===== config.mk =====
export PLATFORM = sky130hd
export DESIGN_NAME = divider_block
export DESIGN_NICKNAME = d
export VERILOG_FILES = /design/src/rtl/divider_block_pkg.sv /design/src/rtl/divider_step.sv /design/src/rtl/divider_block.sv
export SDC_FILE = /design/constraint.sdc
export NUM_CORES = 1
export LEC_CHECK = 0
export BUFFER_PORTS_ARGS = -buffer_cell sky130_fd_sc_hd__buf_2
export CORE_UTILIZATION = 30
export DETAILED_ROUTE_END_ITERATION = 8
export PLACE_DENSITY = 0.42
export SETUP_SLACK_MARGIN = 0.5
export SYNTH_ARGS = -nofsm -noshare
export SYNTH_HDL_FRONTEND = slang
export SYNTH_SLANG_ARGS = --single-unit

===== constraint.sdc =====
create_clock -name clk -period 10.3 [get_ports clk]
set_input_delay 0.515 -clock clk [delete_from_list [all_inputs] [get_ports clk]]
set_output_delay 0.515 -clock clk [all_outputs]
set_load 0.01 [all_outputs]

===== src/rtl/divider_block_pkg.sv =====
// Shared arithmetic-unit constants for the divider: state encodings, default
// widths and the divide-by-zero quotient pattern.
package divider_block_pkg;

  localparam int DIV_WIDTH = 64;
  localparam int DIV_CNT_W = 7;

  localparam logic [DIV_WIDTH-1:0] DIV_ZERO_QUOTIENT = '1;

  typedef enum logic [1:0] {
    DIV_IDLE = 2'b00,
    DIV_RUN  = 2'b01,
    DIV_FIX  = 2'b10,
    DIV_DONE = 2'b11
  } div_state_e;

endpackage


===== src/rtl/divider_step.sv =====
// One radix-2 non-restoring iteration: shift the dividend MSB into P, then
// subtract or add D depending on the sign of the previous P.
module divider_step
  import divider_block_pkg::*;
#(
  parameter int WIDTH = DIV_WIDTH
) (
  input  logic [WIDTH:0]   i_p,
  input  logic             i_q_msb,
  input  logic [WIDTH-1:0] i_d,
  output logic [WIDTH:0]   o_p,
  output logic             o_q_bit
);

  logic [WIDTH:0] w_shift;
  logic [WIDTH:0] w_d_ext;

  assign w_shift = {i_p[WIDTH-1:0], i_q_msb};
  assign w_d_ext = {1'b0, i_d};

  assign o_p     = i_p[WIDTH] ? (w_shift + w_d_ext) : (w_shift - w_d_ext);
  assign o_q_bit = ~o_p[WIDTH];

endmodule


===== src/rtl/divider_block.sv =====
// Sequential radix-2 non-restoring divider with quotient/remainder outputs.
// Define DIVIDER_SIGNED_EN for two's-complement operands (truncating division).
module divider_block
  import divider_block_pkg::*;
#(
  parameter int WIDTH = DIV_WIDTH,
  parameter int CNT_W = DIV_CNT_W
) (
  input  logic             clk,
  input  logic             rst_n,
  input  logic             start,
  input  logic [WIDTH-1:0] dividend,
  input  logic [WIDTH-1:0] divisor,
  output logic             busy,
  output logic             done,
  output logic             div_by_zero,
  output logic [WIDTH-1:0] quotient,
  output logic [WIDTH-1:0] remainder
);

  div_state_e       r_state;
  div_state_e       w_state_next;

  logic [WIDTH:0]   r_p;
  logic [WIDTH-1:0] r_q;
  logic [WIDTH-1:0] r_d;
  logic [CNT_W-1:0] r_cnt;
  logic             r_zero;

  logic             r_busy;
  logic             r_done;
  logic             r_dbz;
  logic [WIDTH-1:0] r_quotient;
  logic [WIDTH-1:0] r_remainder;

  logic             w_accept;
  logic             w_run;
  logic             w_fix;
  logic             w_busy_next;
  logic             w_done_next;
  logic             w_zero;
  logic             w_last;

  logic [WIDTH-1:0] w_dvd_mag;
  logic [WIDTH-1:0] w_dvs_mag;
  logic [WIDTH:0]   w_p_next;
  logic             w_q_bit;
  logic [WIDTH:0]   w_p_fix;
  logic [WIDTH-1:0] w_quo_fix;
  logic [WIDTH-1:0] w_rem_fix;

  assign w_zero = (divisor == '0);
  assign w_last = (r_cnt == CNT_W'(WIDTH - 1));

  // State register
  always_ff @(posedge clk or negedge rst_n) begin
    if (!rst_n) begin
      r_state <= DIV_IDLE;
    end else begin
      r_state <= w_state_next;
    end
  end

  // Next-state logic
  always_comb begin
    w_state_next = r_state;
    case (r_state)
      DIV_IDLE, DIV_DONE: begin
        if (start) begin
          w_state_next = w_zero ? DIV_DONE : DIV_RUN;
        end
      end
      DIV_RUN: begin
        if (w_last) begin
          w_state_next = DIV_FIX;
        end
      end
      DIV_FIX: w_state_next = DIV_DONE;
      default: w_state_next = DIV_IDLE;
    endcase
  end

  // Output/control decode; status flags are registered one cycle behind the state
  always_comb begin
    w_accept    = 1'b0;
    w_run       = 1'b0;
    w_fix       = 1'b0;
    w_busy_next = 1'b0;
    w_done_next = 1'b0;
    case (r_state)
      DIV_IDLE: w_accept = start;
      DIV_RUN: begin
        w_run       = 1'b1;
        w_busy_next = 1'b1;
      end
      DIV_FIX: begin
        w_fix       = 1'b1;
        w_busy_next = 1'b1;
      end
      DIV_DONE: begin
        w_accept    = start;
        w_done_next = ~start;
      end
      default: w_accept = 1'b0;
    endcase
  end

  divider_step #(
    .WIDTH (WIDTH)
  ) u_step (
    .i_p     (r_p),
    .i_q_msb (r_q[WIDTH-1]),
    .i_d     (r_d),
    .o_p     (w_p_next),
    .o_q_bit (w_q_bit)
  );

  // Final restore step so the remainder magnitude is non-negative
  assign w_p_fix = r_p[WIDTH] ? (r_p + {1'b0, r_d}) : r_p;

`ifdef DIVIDER_SIGNED_EN
  logic r_neg_q;
  logic r_neg_r;

  assign w_dvd_mag = dividend[WIDTH-1] ? (~dividend + 1'b1) : dividend;
  assign w_dvs_mag = divisor[WIDTH-1]  ? (~divisor + 1'b1)  : divisor;
  assign w_quo_fix = r_neg_q ? (~r_q + 1'b1) : r_q;
  assign w_rem_fix = r_neg_r ? (~w_p_fix[WIDTH-1:0] + 1'b1) : w_p_fix[WIDTH-1:0];

  always_ff @(posedge clk or negedge rst_n) begin
    if (!rst_n) begin
      r_neg_q <= 1'b0;
      r_neg_r <= 1'b0;
    end else if (w_accept) begin
      r_neg_q <= dividend[WIDTH-1] ^ divisor[WIDTH-1];
      r_neg_r <= dividend[WIDTH-1];
    end
  end
`else
  assign w_dvd_mag = dividend;
  assign w_dvs_mag = divisor;
  assign w_quo_fix = r_q;
  assign w_rem_fix = w_p_fix[WIDTH-1:0];
`endif

  always_ff @(posedge clk or negedge rst_n) begin
    if (!rst_n) begin
      r_p         <= '0;
      r_q         <= '0;
      r_d         <= '0;
      r_cnt       <= '0;
      r_zero      <= 1'b0;
      r_busy      <= 1'b0;
      r_done      <= 1'b0;
      r_dbz       <= 1'b0;
      r_quotient  <= '0;
      r_remainder <= '0;
    end else begin
      r_busy <= w_busy_next;
      r_done <= w_done_next;
      r_dbz  <= w_done_next & r_zero;
      if (w_accept) begin
        r_p    <= '0;
        r_q    <= w_dvd_mag;
        r_d    <= w_dvs_mag;
        r_cnt  <= '0;
        r_zero <= w_zero;
        // Zero divisor skips the datapath entirely; results are fixed here
        if (w_zero) begin
          r_quotient  <= WIDTH'(DIV_ZERO_QUOTIENT);
          r_remainder <= dividend;
        end
      end else if (w_run) begin
        r_p   <= w_p_next;
        r_q   <= {r_q[WIDTH-2:0], w_q_bit};
        r_cnt <= r_cnt + 1'b1;
      end else if (w_fix) begin
        r_p         <= w_p_fix;
        r_quotient  <= w_quo_fix;
        r_remainder <= w_rem_fix;
      end
    end
  end

  assign busy        = r_busy;
  assign done        = r_done;
  assign div_by_zero = r_dbz;
  assign quotient    = r_quotient;
  assign remainder   = r_remainder;

endmodule


==> results of run 1 <==
-- flip-flops by register name, indices dropped and copies added (netlist names) --
name,cells
div_by_zero,1
r_state,2
busy,1
r_d,64
done,1
r_p,65
r_zero,1
r_cnt,7
quotient,64
remainder,64
r_q,64
-- metal layers --
layer / track usage (%) / up-vias
met2: 36.0 / 679
met4: 4.60 / 0
met1: 38.0 / 11149
met5: 0 / -
met3: 3.02 / 86
li1: - / 10539
-- worst max-delay path, delay by kind of cell, from the launching register on --
kind	cells	cell delay, ns
and+or+nand+nor	5	2.63
adders and majority gates	1	0.43
DFF	1	0.44
xor gates and xnor gates	1	0.12
AOI/OAI and AO/OA	8	2.32
-- final timing paths --
path,endpoint
setup / recovery,r_p[61]
hold / removal,r_d[53]
setup reg to reg,r_p[61]
hold reg to reg,remainder[14]
max in group asynchronous,r_p[64]
min in group asynchronous,quotient[49]
-- cells by family after synthesis --
logic type                 synth area share [%]
AOI/OAI and AO/OA                          25.3
xor gates and xnor gates                   6.78
adders and majority gates                  7.27
buffers and inverters                      3.26
DFF                                        35.4
muxes                                      5.06
and+or+nand+nor                            16.9
-- cells in the final DEF, fill, tap and decap left out, types with 24 or more instances in the layout --
cell type                   netlist  routed
sky130_fd_sc_hd__nand2_1        368     365
sky130_fd_sc_hd__dfrtp_1        334     333
sky130_fd_sc_hd__a21oi_1        326     325
sky130_fd_sc_hd__nor2_1         266     265
sky130_fd_sc_hd__buf_2            1     260
sky130_fd_sc_hd__o21ai_0        135     135
sky130_fd_sc_hd__ha_1           134     132
sky130_fd_sc_hd__mux2i_1        116     116
sky130_fd_sc_hd__a21o_1         106     106
sky130_fd_sc_hd__xor2_1         104     104
sky130_fd_sc_hd__xnor2_1         77      77
sky130_fd_sc_hd__a211oi_1        65      65
sky130_fd_sc_hd__o22a_1          64      64
sky130_fd_sc_hd__nand4_1         49      49
sky130_fd_sc_hd__clkbuf_16        0      45
sky130_fd_sc_hd__nor3_1          44      44
sky130_fd_sc_hd__inv_1           39      38
sky130_fd_sc_hd__buf_4            1      30
sky130_fd_sc_hd__o21bai_1        27      27
sky130_fd_sc_hd__nor4_1          27      26
sky130_fd_sc_hd__or3_1           25      25
sky130_fd_sc_hd__a31oi_1         24      24
-- through the flow --
stage | cells | utilization, % | hold WS, ns
finish | 4035 | 35.3 | 0.136
global route | 4033 | 35.3 | 0.123
CTS | 4032 | 35.2 | 0.0990
detailed placement | 3953 | 33.3 | 0.460
global placement | 3953 | 33.3 | 0.456
floorplan | 2786 | - | 0.219
-- area by class of cell --
type	instances	area, um^2	area share [%]
Clock inverter	15	213	0.776
Tap cell	1040	1300	4.75
Multi-Input combinational cell	2248	14500	53.1
Antenna cell	3	7.51	0.0274
Timing Repair Buffer	292	1550	5.66
Inverter	40	150	0.548
Clock buffer	63	1270	4.65
Sequential cell	334	8360	30.5
==> flow_summary.html, run 1 <==
<table>
<tr><th>Metric</th><th>Value</th></tr>
<tr><th colspan="2">Die</th></tr>
<tr><td>Starting density of the core</td><td>30.4%</td></tr>
<tr><td>Site Rows</td><td>102</td></tr>
<tr><td>Die area</td><td>79900 um^2</td></tr>
<tr><td>Die height</td><td>283 um</td></tr>
<tr><td>Die outline width</td><td>283 um</td></tr>
<tr><td>Number of top-level pins</td><td>262</td></tr>
<tr><td>Core footprint</td><td>77700 um^2</td></tr>
<tr><th colspan="2">Synthesis</th></tr>
<tr><td>Cells taking the most area after synthesis</td><td>sky130_fd_sc_hd__dfrtp_1, sky130_fd_sc_hd__ha_1, sky130_fd_sc_hd__a21oi_1, sky130_fd_sc_hd__nand2_1, sky130_fd_sc_hd__mux2i_1</td></tr>
<tr><td>Distinct cell type count of the synthesized netlist</td><td>80</td></tr>
<tr><td>Synthesized net count</td><td>3053</td></tr>
<tr><td>Top-area cell type share of the netlist area</td><td>35.4%</td></tr>
<tr><td>Gate Count Post-Synth</td><td>2786</td></tr>
<tr><td>Count of flip-flops with a built-in enable after synthesis</td><td>0</td></tr>
<tr><td>Synthesis-stage register bit count</td><td>334</td></tr>
<tr><td>Library cell occupying the most area in the post-synthesis netlist</td><td>sky130_fd_sc_hd__dfrtp_1</td></tr>
<tr><td>Mean Syn Cell Area</td><td>8.48 um^2</td></tr>
<tr><td>Fraction of registers with async set or reset after synthesis</td><td>100%</td></tr>
<tr><td>Sequential area share after synthesis</td><td>35.4%</td></tr>
<tr><td>Most common library cells after synthesis</td><td>sky130_fd_sc_hd__nand2_1, sky130_fd_sc_hd__dfrtp_1, sky130_fd_sc_hd__a21oi_1, sky130_fd_sc_hd__nor2_1, sky130_fd_sc_hd__o21ai_0</td></tr>
<tr><td>Cell area after synthesis</td><td>23600 um^2</td></tr>
<tr><td>Most used standard cell by instance count after synthesis</td><td>sky130_fd_sc_hd__nand2_1</td></tr>
<tr><td>Post-synth top flop</td><td>sky130_fd_sc_hd__dfrtp_1</td></tr>
<tr><td>Warning count from the yosys run</td><td>0</td></tr>
<tr><th colspan="2">Global route</th></tr>
<tr><td>Total congestion overflow after global routing</td><td>0</td></tr>
<tr><td>Largest net degree at the start of global routing</td><td>105</td></tr>
<tr><td>Wire length of the first global-routing pass</td><td>146000 um</td></tr>
<tr><td>Number of antenna violations at the first check in global routing</td><td>2</td></tr>
<tr><td>Via count of the first global-routing pass</td><td>21607</td></tr>
<tr><td>GRT Util Overall</td><td>24.5%</td></tr>
<tr><th colspan="2">Worst setup path</th></tr>
<tr><td>Required time of the critical path</td><td>10.76 ns</td></tr>
<tr><td>Type of element launching the critical path</td><td>flop</td></tr>
<tr><td>Launch instance of the worst register-to-register path</td><td>r_d[3]</td></tr>
<tr><td>Chain of cells forming the critical path</td><td>nor3_1, nand4_1, nor3_1, nor3b_2, nand2_1, o41ai_1, xnor2_1, ha_1, a2111oi_0, o21ai_0, o221ai_1, a21oi_1, a211o_1, o211ai_1, a21oi_1</td></tr>
<tr><td>Critical path endpoint category</td><td>flop</td></tr>
<tr><td>Crit Path Class</td><td>reg -&gt; reg</td></tr>
<tr><td>Setup slack, reg-to-reg</td><td>4.22 ns</td></tr>
<tr><td>Worst setup startpoint</td><td>r_d[3]</td></tr>
<tr><td>Slowest Stage Delay on Critical Path</td><td>0.87 ns</td></tr>
<tr><td>Worst-path cell with the longest stage delay</td><td>sky130_fd_sc_hd__a2111oi_0</td></tr>
<tr><td>Top fanout value on the critical path</td><td>12</td></tr>
<tr><td>Number of cell instances on the worst register-to-register path</td><td>15</td></tr>
<tr><td>Arrival time at the worst endpoint</td><td>6.54 ns</td></tr>
<tr><th colspan="2">STA</th></tr>
<tr><td>RSZ-0062 raised after global routing</td><td>false</td></tr>
<tr><td>Setup TNS</td><td>0 ns</td></tr>
<tr><td>Pin slew with the least headroom to its limit</td><td>1.30 ns</td></tr>
<tr><td>Final Worst Setup Slack</td><td>4.22 ns</td></tr>
<tr><td>Relative slew margins</td><td>12.6%</td></tr>
<tr><td>Worst Skew</td><td>0.0284 ns</td></tr>
<tr><td>Clock period minus final worst setup slack</td><td>6.08 ns</td></tr>
<tr><td>Finish-stage setup viols</td><td>0</td></tr>
<tr><td>Number of failing hold endpoints at the final stage</td><td>0</td></tr>
<tr><td>Max-slew violation count</td><td>0</td></tr>
<tr><td>Peak clock frequency supported by timing</td><td>164 MHz</td></tr>
<tr><td>Post-route clock period utilization</td><td>59.1%</td></tr>
<tr><th colspan="2">Routing</th></tr>
<tr><td>Total wirelength of the detailed-routed design</td><td>100000 um</td></tr>
<tr><td>Number of nets with antenna violations after detailed routing</td><td>0</td></tr>
<tr><td>Via Count</td><td>22453</td></tr>
<tr><td>Vias per cell</td><td>5.56</td></tr>
<tr><td>DRC errors left</td><td>0</td></tr>
<tr><td>Number of detailed-routing iterations run before antenna repair</td><td>5</td></tr>
<tr><td>Metal3 WL</td><td>5430 um</td></tr>
<tr><td>First DRT Iteration DRCs</td><td>1670</td></tr>
<tr><td>Average wire length per cell after detail routing</td><td>24.8 um</td></tr>
<tr><td>Routed length on met1</td><td>50700 um</td></tr>
<tr><td>Highest metal layer with signal wires</td><td>met4</td></tr>
<tr><td>Met2 WL post-DR</td><td>42100 um</td></tr>
<tr><th colspan="2">Placement</th></tr>
<tr><td>RePlAce Congestion</td><td>0.916</td></tr>
<tr><td>HPWL after detailed placement</td><td>77000 um</td></tr>
<tr><td>Count of port buffers added during placement</td><td>261</td></tr>
<tr><td>Post-Place Cell Area</td><td>25900 um^2</td></tr>
<tr><td>Worst Setup Slack post-DPL</td><td>4.22 ns</td></tr>
<tr><th colspan="2">Clocking</th></tr>
<tr><td>Clock tree buffer depth</td><td>3</td></tr>
<tr><td>CTS tree</td><td>yes</td></tr>
<tr><td>Resized Gates After CTS</td><td>0</td></tr>
<tr><td>Clock transition at path regs</td><td>0.06 ns</td></tr>
<tr><td>Latest clock arrival within the worst-skew pair</td><td>0.60 ns</td></tr>
<tr><td>Clock Root Buffer</td><td>sky130_fd_sc_hd__clkbuf_16</td></tr>
<tr><td>Post-CTS setup buffer count</td><td>0</td></tr>
<tr><td># clock sinks</td><td>334</td></tr>
<tr><td># hold bufs at CTS</td><td>1</td></tr>
<tr><td>Number of H-tree levels</td><td>2</td></tr>
<tr><td>Number of CTS-inserted buffers</td><td>44</td></tr>
<tr><th colspan="2">Cells and area</th></tr>
<tr><td>Layout filler cell count</td><td>8169</td></tr>
<tr><td>Final Cell Area</td><td>27400 um^2</td></tr>
<tr><td>Relative area change from synthesis to final layout</td><td>16.0%</td></tr>
<tr><td># nets final</td><td>3227</td></tr>
<tr><td>Share of post-route cells with drive strength above 1</td><td>13.5%</td></tr>
<tr><th colspan="2">Min path</th></tr>
<tr><td>Hold Path Stages</td><td>3</td></tr>
<tr><td>Hold_sp</td><td>divisor[53]</td></tr>
<tr><td>Worst min path class</td><td>in -&gt; reg</td></tr>
<tr><th colspan="2">Outcome</th></tr>
<tr><td>Result of the run</td><td>complete, no violations</td></tr>
<tr><th colspan="2">Job</th></tr>
<tr><td>Max cap viols</td><td>0</td></tr>
</table>
Power of run 1 is left out: the tool's default activity adds up to more than one toggle a clock period on the data nets, which glitch-free logic cannot reach.
==> run 2: changes to the inputs <==
Settings changed: ABC_AREA set to 1.
Clock period 10.3 ns to 5.83 ns, I/O delays scaled along.
==> run 2 against run 1 <==
Net effect:
- sequential share of layout area fell by 5.5 points
- count of clock-buffer cells in the layout down 7
- via count increased by 36%
- final area up 22%
- flip-flop and latch count is the same
- maximum frequency rose by 27%
- area after synthesis is 19% higher
- highest routed layer unchanged
- cell count rose by 53%
- setup slack lost 3.2 ns
- utilization increased by 1.1 points
- non-clock buffer count increased by 118
- global-route usage increased by 2.9 points
==> flow_summary.html, run 2 <==
<table>
<tr><th>Metric</th><th>Value</th></tr>
<tr><th colspan="2">STA</th></tr>
<tr><td>Relative slew margins</td><td>21.4% (+8.8 points)</td></tr>
<tr><td>Number of failing hold endpoints at the final stage</td><td>0 (unchanged)</td></tr>
<tr><td>RSZ-0062 raised after global routing</td><td>false</td></tr>
<tr><td>Finish-stage setup viols</td><td>0 (unchanged)</td></tr>
<tr><td>Pin slew with the least headroom to its limit</td><td>1.17 ns (-0.133 ns)</td></tr>
<tr><td>Setup TNS</td><td>0 ns (unchanged)</td></tr>
<tr><td>Max-slew violation count</td><td>0 (unchanged)</td></tr>
<tr><td>Post-route clock period utilization</td><td>82.1% (+23 points)</td></tr>
<tr><td>Clock period minus final worst setup slack</td><td>4.79 ns (-1.30 ns)</td></tr>
<tr><td>Peak clock frequency supported by timing</td><td>209 MHz (+27%)</td></tr>
<tr><td>Worst Skew</td><td>0.0385 ns (+0.0101 ns)</td></tr>
<tr><th colspan="2">Synthesis</th></tr>
<tr><td>Warning count from the yosys run</td><td>0 (unchanged)</td></tr>
<tr><td>Distinct cell type count of the synthesized netlist</td><td>50 (-38%)</td></tr>
<tr><td>Library cell occupying the most area in the post-synthesis netlist</td><td>sky130_fd_sc_hd__dfrtp_1</td></tr>
<tr><td>Most common library cells after synthesis</td><td>sky130_fd_sc_hd__nand2_1, sky130_fd_sc_hd__inv_1, sky130_fd_sc_hd__nor2_1, sky130_fd_sc_hd__dfrtp_1, sky130_fd_sc_hd__nand3_1</td></tr>
<tr><td>Cell area after synthesis</td><td>28100 um^2 (+19%)</td></tr>
<tr><td>Most used standard cell by instance count after synthesis</td><td>sky130_fd_sc_hd__nand2_1</td></tr>
<tr><td>Gate Count Post-Synth</td><td>4587 (+65%)</td></tr>
<tr><td>Sequential area share after synthesis</td><td>29.8% (-5.6 points)</td></tr>
<tr><td>Cells taking the most area after synthesis</td><td>sky130_fd_sc_hd__dfrtp_1, sky130_fd_sc_hd__nand2_1, sky130_fd_sc_hd__inv_1, sky130_fd_sc_hd__nor2_1, sky130_fd_sc_hd__ha_1</td></tr>
<tr><td>Post-synth top flop</td><td>sky130_fd_sc_hd__dfrtp_1</td></tr>
<tr><td>Top-area cell type share of the netlist area</td><td>29.8% (-5.6 points)</td></tr>
<tr><td>Synthesized net count</td><td>4854 (+59%)</td></tr>
<tr><td>Synthesis-stage register bit count</td><td>334 (unchanged)</td></tr>
<tr><td>Mean Syn Cell Area</td><td>6.12 um^2 (-28%)</td></tr>
<tr><td>Count of flip-flops with a built-in enable after synthesis</td><td>0 (unchanged)</td></tr>
<tr><td>Fraction of registers with async set or reset after synthesis</td><td>100% (unchanged)</td></tr>
<tr><th colspan="2">Worst setup path</th></tr>
<tr><td>Setup slack, reg-to-reg</td><td>1.04 ns (-3.17 ns)</td></tr>
<tr><td>Number of cell instances on the worst register-to-register path</td><td>20 (+5)</td></tr>
<tr><td>Critical path endpoint</td><td>r_p[59]</td></tr>
<tr><td>Required time of the critical path</td><td>6.32 ns (-4.44 ns)</td></tr>
<tr><td>Critical path endpoint category</td><td>flop</td></tr>
<tr><td>End of the worst register-to-register path</td><td>r_p[59]</td></tr>
<tr><td>Launch instance of the worst register-to-register path</td><td>r_d[45]</td></tr>
<tr><td>Type of element launching the critical path</td><td>flop</td></tr>
<tr><td>Arrival time at the worst endpoint</td><td>5.27 ns (-1.27 ns)</td></tr>
<tr><td>Top fanout value on the critical path</td><td>5 (-7)</td></tr>
<tr><td>Worst setup startpoint</td><td>r_d[45]</td></tr>
<tr><td>Crit Path Class</td><td>reg -&gt; reg</td></tr>
<tr><th colspan="2">Job</th></tr>
<tr><td>Max cap viols</td><td>0 (unchanged)</td></tr>
<tr><th colspan="2">Cells and area</th></tr>
<tr><td>Relative area change from synthesis to final layout</td><td>19.3%</td></tr>
<tr><td>Number of flip-flops in the largest register</td><td>65 (unchanged)</td></tr>
<tr><td>Commonest cells after routing, fill and taps aside</td><td>sky130_fd_sc_hd__nand2_1, sky130_fd_sc_hd__inv_1, sky130_fd_sc_hd__nor2_1</td></tr>
<tr><td>Share of post-route cells with drive strength above 1</td><td>8.55% (-4.9 points)</td></tr>
<tr><td>Most common library cell in the layout ignoring fill and taps</td><td>sky130_fd_sc_hd__nand2_1</td></tr>
<tr><td>Ant diodes</td><td>0 (-3)</td></tr>
<tr><td># nets final</td><td>5185 (+61%)</td></tr>
<tr><td>Final Cell Area</td><td>33500 um^2 (+22%)</td></tr>
<tr><td>Largest register by flop count</td><td>r_p</td></tr>
<tr><th colspan="2">Routing</th></tr>
<tr><td>Vias per cell</td><td>4.92 (-12%)</td></tr>
<tr><td>DRC errors left</td><td>0 (unchanged)</td></tr>
<tr><td>Number of detailed-routing iterations run before antenna repair</td><td>5 (unchanged)</td></tr>
<tr><td>First DRT Iteration DRCs</td><td>2442 (+46%)</td></tr>
<tr><td>Average wire length per cell after detail routing</td><td>21.3 um (-14%)</td></tr>
<tr><td>Total wirelength of the detailed-routed design</td><td>132000 um (+32%)</td></tr>
<tr><td>Number of nets with antenna violations after detailed routing</td><td>0 (unchanged)</td></tr>
<tr><td>Via Count</td><td>30458 (+36%)</td></tr>
<tr><th colspan="2">Clocking</th></tr>
<tr><td>Resized Gates After CTS</td><td>0 (unchanged)</td></tr>
<tr><td>Number of CTS-inserted buffers</td><td>43 (-2.3%)</td></tr>
<tr><td># hold bufs at CTS</td><td>127 (+126)</td></tr>
<tr><td>Clock Root Buffer</td><td>sky130_fd_sc_hd__clkbuf_16</td></tr>
<tr><td>CTS tree</td><td>yes</td></tr>
<tr><td>Clock tree buffer depth</td><td>3 (unchanged)</td></tr>
<tr><td># clock sinks</td><td>334 (unchanged)</td></tr>
<tr><td>Number of H-tree levels</td><td>2 (unchanged)</td></tr>
<tr><td>Clock transition at path regs</td><td>0.06 ns (about the same)</td></tr>
<tr><td>Latest clock arrival within the worst-skew pair</td><td>0.63 ns (+0.03 ns)</td></tr>
<tr><td>Post-CTS setup buffer count</td><td>0 (unchanged)</td></tr>
<tr><th colspan="2">Die</th></tr>
<tr><td>Site Rows</td><td>111 (+8.8%)</td></tr>
<tr><td>Starting density of the core</td><td>30.5% (+0.065 points)</td></tr>
<tr><td>Die area</td><td>94800 um^2 (+19%)</td></tr>
<tr><td>Core footprint</td><td>92200 um^2 (+19%)</td></tr>
<tr><td>Die height</td><td>308 um (+9.0%)</td></tr>
<tr><td>Die outline width</td><td>308 um (+9.0%)</td></tr>
<tr><td>Number of top-level pins</td><td>262 (unchanged)</td></tr>
<tr><th colspan="2">Global route</th></tr>
<tr><td>Via count of the first global-routing pass</td><td>29376 (+36%)</td></tr>
<tr><td>Total congestion overflow after global routing</td><td>0 (unchanged)</td></tr>
<tr><td>Wire length of the first global-routing pass</td><td>191000 um (+31%)</td></tr>
<tr><td>Largest net degree at the start of global routing</td><td>125 (+19%)</td></tr>
<tr><td>GRT Util Overall</td><td>27.4% (+2.9 points)</td></tr>
<tr><td>Number of antenna violations at the first check in global routing</td><td>2 (unchanged)</td></tr>
<tr><th colspan="2">Placement</th></tr>
<tr><td>HPWL after detailed placement</td><td>107000 um (+39%)</td></tr>
<tr><td>Count of port buffers added during placement</td><td>261 (unchanged)</td></tr>
<tr><td>RePlAce Congestion</td><td>0.949 (+3.6%)</td></tr>
<tr><td>Post-Place Cell Area</td><td>30700 um^2 (+19%)</td></tr>
<tr><th colspan="2">Outcome</th></tr>
<tr><td>Result of the run</td><td>complete, no violations</td></tr>
<tr><th colspan="2">Min path</th></tr>
<tr><td>Worst min path class</td><td>in -&gt; reg</td></tr>
</table>
[run 2: cell count changes after synthesis, moves of 64 or more]
cell                       change
sky130_fd_sc_hd__nand2_1    +1175
sky130_fd_sc_hd__inv_1       +720
sky130_fd_sc_hd__nand3_1     +290
sky130_fd_sc_hd__nor2_1      +188
sky130_fd_sc_hd__mux2i_1     -116
sky130_fd_sc_hd__a21o_1      -105
sky130_fd_sc_hd__a211oi_1     -64
sky130_fd_sc_hd__o22a_1       -64
[run 2: cell type report]
cell class	count	area, um^2
timing repair buffer	410	2800
inverter	780	2930
multi-input combinational	3349	16300
sequential	334	8360
clock buffer	56	1180
fill	10410	58700
tap	1243	1560
clock inverter	20	313
[run 2: layer usage]
metal / wire length, um / global-route usage, %
met1: 64500 / 40.1
met2: 55200 / 41.3
met3: 7630 / 3.23
met4: 4420 / 9.33
met5: 0 / 0
[run 2: how the worst min path moves through the flow]
stage | from | depth (start not counted) | slack, ns | end
after floorplan | rst_n | 0 | -0.004 | busy
after global placement | rst_n | 1 | 0.45 | quotient[8]
after detailed placement | rst_n | 1 | 0.45 | quotient[8]
after CTS | divisor[22] | 3 | 0.0005 | r_d[22]
after global routing | divisor[23] | 3 | 0.02 | r_d[23]
final | divisor[22] | 3 | 0.02 | r_d[22]
[run 2: cells by family (layout without fill, tap and decap cells)]
| family | count (synthesis) | in the layout | share of synthesized area [%] |
|---|---|---|---|
| fa+ha+maj | 136 | 136 | 6.11 |
| buf+inv | 904 | 1266 | 12.2 |
| compound gates | 640 | 640 | 12.8 |
| simple gates | 2472 | 2472 | 35.9 |
| xor+xnor | 101 | 101 | 3.15 |
| flops | 334 | 334 | 29.8 |
[run 2: stage by stage]
stage / hold slack (ns) / setup slack (ns) / utilization (%) / instances
final: 0.0215 / 1.04 / 36.3 / 6192
after global routing: 0.0214 / 0.867 / 36.3 / 6192
after CTS: 0.000462 / 0.999 / 36.3 / 6192
after detailed placement: 0.448 / 1.02 / 33.3 / 5989
after global placement: 0.451 / 0.904 / 33.3 / 5989
after floorplan: -0.00409 / 2.41 / - / 4587
[run 2: worst max-delay path: stages, from the launching register on]
cell	delay, ns
sky130_fd_sc_hd__dfrtp_1	0.46
sky130_fd_sc_hd__nor4_1	0.74
sky130_fd_sc_hd__nand2_1	0.11
sky130_fd_sc_hd__nor2_1	0.22
sky130_fd_sc_hd__nand3_1	0.16
sky130_fd_sc_hd__nor3_1	0.69
sky130_fd_sc_hd__xor2_1	0.14
sky130_fd_sc_hd__a21oi_1	0.25
sky130_fd_sc_hd__ha_1	0.36
sky130_fd_sc_hd__a21oi_1	0.25
sky130_fd_sc_hd__o21ai_0	0.17
sky130_fd_sc_hd__a21oi_1	0.22
sky130_fd_sc_hd__nand2_1	0.08
sky130_fd_sc_hd__a21oi_1	0.34
sky130_fd_sc_hd__nand2_1	0.10
sky130_fd_sc_hd__nand2_1	0.07
sky130_fd_sc_hd__nand3_1	0.07
sky130_fd_sc_hd__nand2_1	0.09
sky130_fd_sc_hd__inv_1	0.04
sky130_fd_sc_hd__nand2_1	0.05
sky130_fd_sc_hd__nand2_1	0.05
Power of run 2 is left out for the same reason.
==> run 3: changes to the inputs <==
Settings changed: PLACE_DENSITY 0.42 to 0.44.
Clock period 5.83 ns to 3.92 ns, I/O delays scaled along.
==> run 3 against run 2 <==
Net effect:
- flip-flop and latch count did not move
- sequential share of layout area fell by 3.0 points
- critical path depth rose by 3
- first-iteration DRC count rose by 11%
- count of clock-buffer cells in the layout rose by 7
==> flow_summary.html, run 3 (synthesis gave the netlist of run 2 again) <==
<table>
<tr><th>Metric</th><th>Value</th></tr>
<tr><th colspan="2">Worst setup path</th></tr>
<tr><td>Critical path endpoint</td><td>r_p[56]</td></tr>
<tr><td>End of the worst register-to-register path</td><td>r_p[56]</td></tr>
<tr><td>Number of cell instances on the worst register-to-register path</td><td>23 (+15%)</td></tr>
<tr><td>Launch instance of the worst register-to-register path</td><td>r_d[17]</td></tr>
<tr><td>Type of element launching the critical path</td><td>flop</td></tr>
<tr><td>Crit Path Class</td><td>reg -&gt; reg</td></tr>
<tr><td>Critical path endpoint category</td><td>flop</td></tr>
<tr><td>Top fanout value on the critical path</td><td>4 (-1)</td></tr>
<tr><td>Arrival time at the worst endpoint</td><td>4.39 ns (-0.88 ns)</td></tr>
<tr><td>Setup slack, reg-to-reg</td><td>0.06 ns (-0.99 ns)</td></tr>
<tr><td>Required time of the critical path</td><td>4.44 ns (-1.88 ns)</td></tr>
<tr><td>Worst setup startpoint</td><td>r_d[17]</td></tr>
<tr><th colspan="2">STA</th></tr>
<tr><td>Peak clock frequency supported by timing</td><td>259 MHz (+24%)</td></tr>
<tr><td>Finish-stage setup viols</td><td>0 (unchanged)</td></tr>
<tr><td>Relative slew margins</td><td>36.7% (+15 points)</td></tr>
<tr><td>Pin slew with the least headroom to its limit</td><td>0.940 ns (-0.226 ns)</td></tr>
<tr><td>Number of failing hold endpoints at the final stage</td><td>0 (unchanged)</td></tr>
<tr><td>Post-route clock period utilization</td><td>98.6% (+16 points)</td></tr>
<tr><td>Worst Skew</td><td>0.0369 ns (-0.00155 ns)</td></tr>
<tr><td>Final Worst Setup Slack</td><td>0.0566 ns (-0.985 ns)</td></tr>
<tr><td>Max-slew violation count</td><td>0 (unchanged)</td></tr>
<tr><td>RSZ-0062 raised after global routing</td><td>true</td></tr>
<tr><td>Clock period minus final worst setup slack</td><td>3.86 ns (-0.925 ns)</td></tr>
<tr><th colspan="2">Min path</th></tr>
<tr><td>Worst min path class</td><td>in -&gt; async</td></tr>
<tr><th colspan="2">Cells and area</th></tr>
<tr><td>Largest register by flop count</td><td>r_p</td></tr>
<tr><td>Fin util</td><td>41.3% (+5.0 points)</td></tr>
<tr><td>Layout Cells excl Fill</td><td>6560 (+5.9%)</td></tr>
<tr><td>Most common library cell in the layout ignoring fill and taps</td><td>sky130_fd_sc_hd__nand2_1</td></tr>
<tr><td>Share of post-route cells with drive strength above 1</td><td>21.4% (+13 points)</td></tr>
<tr><td># nets final</td><td>5546 (+7.0%)</td></tr>
<tr><td>Number of flip-flops in the largest register</td><td>65 (unchanged)</td></tr>
<tr><td>Relative area change from synthesis to final layout</td><td>35.6%</td></tr>
<tr><td>Commonest cells after routing, fill and taps aside</td><td>sky130_fd_sc_hd__nand2_1, sky130_fd_sc_hd__inv_1, sky130_fd_sc_hd__nor2_1</td></tr>
<tr><th colspan="2">Routing</th></tr>
<tr><td>Vias per cell</td><td>4.88 (-0.86%)</td></tr>
<tr><td>First DRT Iteration DRCs</td><td>2705 (+11%)</td></tr>
<tr><td>Via Count</td><td>31991 (+5.0%)</td></tr>
<tr><td>Average wire length per cell after detail routing</td><td>20.8 um (-2.1%)</td></tr>
<tr><td>Total wirelength of the detailed-routed design</td><td>137000 um (+3.7%)</td></tr>
<tr><td>Number of detailed-routing iterations run before antenna repair</td><td>5 (unchanged)</td></tr>
<tr><td>Number of nets with antenna violations after detailed routing</td><td>0 (unchanged)</td></tr>
<tr><td>DRC errors left</td><td>0 (unchanged)</td></tr>
<tr><th colspan="2">Clocking</th></tr>
<tr><td>Clock transition at path regs</td><td>0.07 ns (about the same)</td></tr>
<tr><td># clock sinks</td><td>334 (unchanged)</td></tr>
<tr><td>Number of H-tree levels</td><td>2 (unchanged)</td></tr>
<tr><td>Number of CTS-inserted buffers</td><td>44 (+2.3%)</td></tr>
<tr><td>CTS tree</td><td>yes</td></tr>
<tr><td>Clock tree buffer depth</td><td>3 (unchanged)</td></tr>
<tr><td>Latest clock arrival within the worst-skew pair</td><td>0.63 ns (about the same)</td></tr>
<tr><td>Clock Root Buffer</td><td>sky130_fd_sc_hd__clkbuf_16</td></tr>
<tr><th colspan="2">Global route</th></tr>
<tr><td>Number of antenna violations at the first check in global routing</td><td>2 (unchanged)</td></tr>
<tr><td>GRT Util Overall</td><td>28.4% (+0.94 points)</td></tr>
<tr><td>Wire length of the first global-routing pass</td><td>199000 um (+4.1%)</td></tr>
<tr><td>Largest net degree at the start of global routing</td><td>124 (-0.80%)</td></tr>
<tr><td>Total congestion overflow after global routing</td><td>0 (unchanged)</td></tr>
<tr><td>Via count of the first global-routing pass</td><td>31044 (+5.7%)</td></tr>
<tr><th colspan="2">Die</th></tr>
<tr><td>Number of top-level pins</td><td>262 (unchanged)</td></tr>
<tr><td>Die height</td><td>308 um (unchanged)</td></tr>
<tr><td>Starting density of the core</td><td>30.5% (unchanged)</td></tr>
<tr><td>Core footprint</td><td>92200 um^2 (unchanged)</td></tr>
<tr><td>Die area</td><td>94800 um^2 (unchanged)</td></tr>
<tr><td>Site Rows</td><td>111 (unchanged)</td></tr>
<tr><td>Die outline width</td><td>308 um (unchanged)</td></tr>
<tr><th colspan="2">Placement</th></tr>
<tr><td>RePlAce Congestion</td><td>0.968 (+2.0%)</td></tr>
<tr><td>Cell Count Post-Placement</td><td>6301 (+5.2%)</td></tr>
<tr><td>Count of port buffers added during placement</td><td>261 (unchanged)</td></tr>
<tr><td>Worst Setup Slack post-DPL</td><td>-0.320 ns (-1.34 ns)</td></tr>
<tr><td>HPWL after detailed placement</td><td>111000 um (+4.2%)</td></tr>
<tr><th colspan="2">Job</th></tr>
<tr><td>Max cap viols</td><td>0 (unchanged)</td></tr>
<tr><th colspan="2">Outcome</th></tr>
<tr><td>Result of the run</td><td>complete, no violations</td></tr>
</table>
[run 3: cell types whose count changed in the layout (fill, tap and decap cells not counted), moves of 37 or more]
cell / before / now
sky130_fd_sc_hd__nor2_2: 5 / 43
sky130_fd_sc_hd__nand2_2: 6 / 74
sky130_fd_sc_hd__buf_4: 18 / 347
sky130_fd_sc_hd__nor2_1: 452 / 377
sky130_fd_sc_hd__a21oi_1: 295 / 246
sky130_fd_sc_hd__a21oi_2: 0 / 40
sky130_fd_sc_hd__nand2_1: 1540 / 1447
sky130_fd_sc_hd__nor2_4: 5 / 42
[run 3: final cells by class]
class | count | area (um^2)
diodes | 2 | 5.00
clock inverters | 19 | 176
repair buffers | 770 | 5710
clock buffers | 63 | 1280
fillers | 10169 | 54100
well taps | 1243 | 1560
inverters | 780 | 2930
multi-input cells | 3349 | 18000
flip-flops and latches | 334 | 8370
[run 3: per-stage QoR]
step	cell area (um^2)	hold slack [ns]	TNS, ns
6_report	38100	0.160	0
3_3_place_gp	33200	0.246	-2.86
5_1_grt	38100	0.222	-1.93
4_1_cts	37000	0.141	0
3_5_place_dp	33200	0.244	-2.74
2_1_floorplan	28100	-0.0996	0
[run 3: repair_timing]
item / CTS / global route
buffers inserted: 26 / 19
pin swaps: 89 / 103
setup endpoints to repair: 51 / 61
hold endpoints to repair: 260 / 0
gates resized for setup: 254 / 237
hold buffers: 130 / 0
[run 3: worst max-delay path: stages (launching register included)]
cell                      delay (ns)
sky130_fd_sc_hd__dfrtp_1        0.44
sky130_fd_sc_hd__nor2_1         0.18
sky130_fd_sc_hd__buf_4          0.13
sky130_fd_sc_hd__nand3_1        0.08
sky130_fd_sc_hd__nor2_2         0.13
sky130_fd_sc_hd__nand4_1        0.38
sky130_fd_sc_hd__nor3_2         0.27
sky130_fd_sc_hd__buf_4          0.14
sky130_fd_sc_hd__xor2_1         0.14
sky130_fd_sc_hd__a21oi_1        0.08
sky130_fd_sc_hd__buf_4          0.15
sky130_fd_sc_hd__ha_1           0.37
sky130_fd_sc_hd__nand2_2        0.10
sky130_fd_sc_hd__buf_4          0.14
sky130_fd_sc_hd__nor2_1         0.10
sky130_fd_sc_hd__inv_2          0.08
sky130_fd_sc_hd__nor2_4         0.15
sky130_fd_sc_hd__nand2_1        0.07
sky130_fd_sc_hd__inv_1          0.11
sky130_fd_sc_hd__o21ai_1        0.12
sky130_fd_sc_hd__nand4_1        0.13
sky130_fd_sc_hd__nand3_2        0.12
sky130_fd_sc_hd__nand3_1        0.11
sky130_fd_sc_hd__nand2_1        0.05
[run 3: how the worst min path moves through the flow]
stage,endpoint,slack (ns),cells after the start
floorplan,busy,-0.1,0
global placement,r_p[17],0.25,1
detailed placement,r_p[17],0.24,1
CTS,r_p[30],0.14,2
global route,r_p[31],0.22,2
finish,r_p[31],0.16,2
[run 3: metal layers]
layer  GRT usage [%]  part of all wire [%]
met4            6.66                   2.3
met5               0                     0
met3            2.93                   5.5
met2            43.8                    43
met1            41.9                    49
Power of run 3 is left out for the same reason.
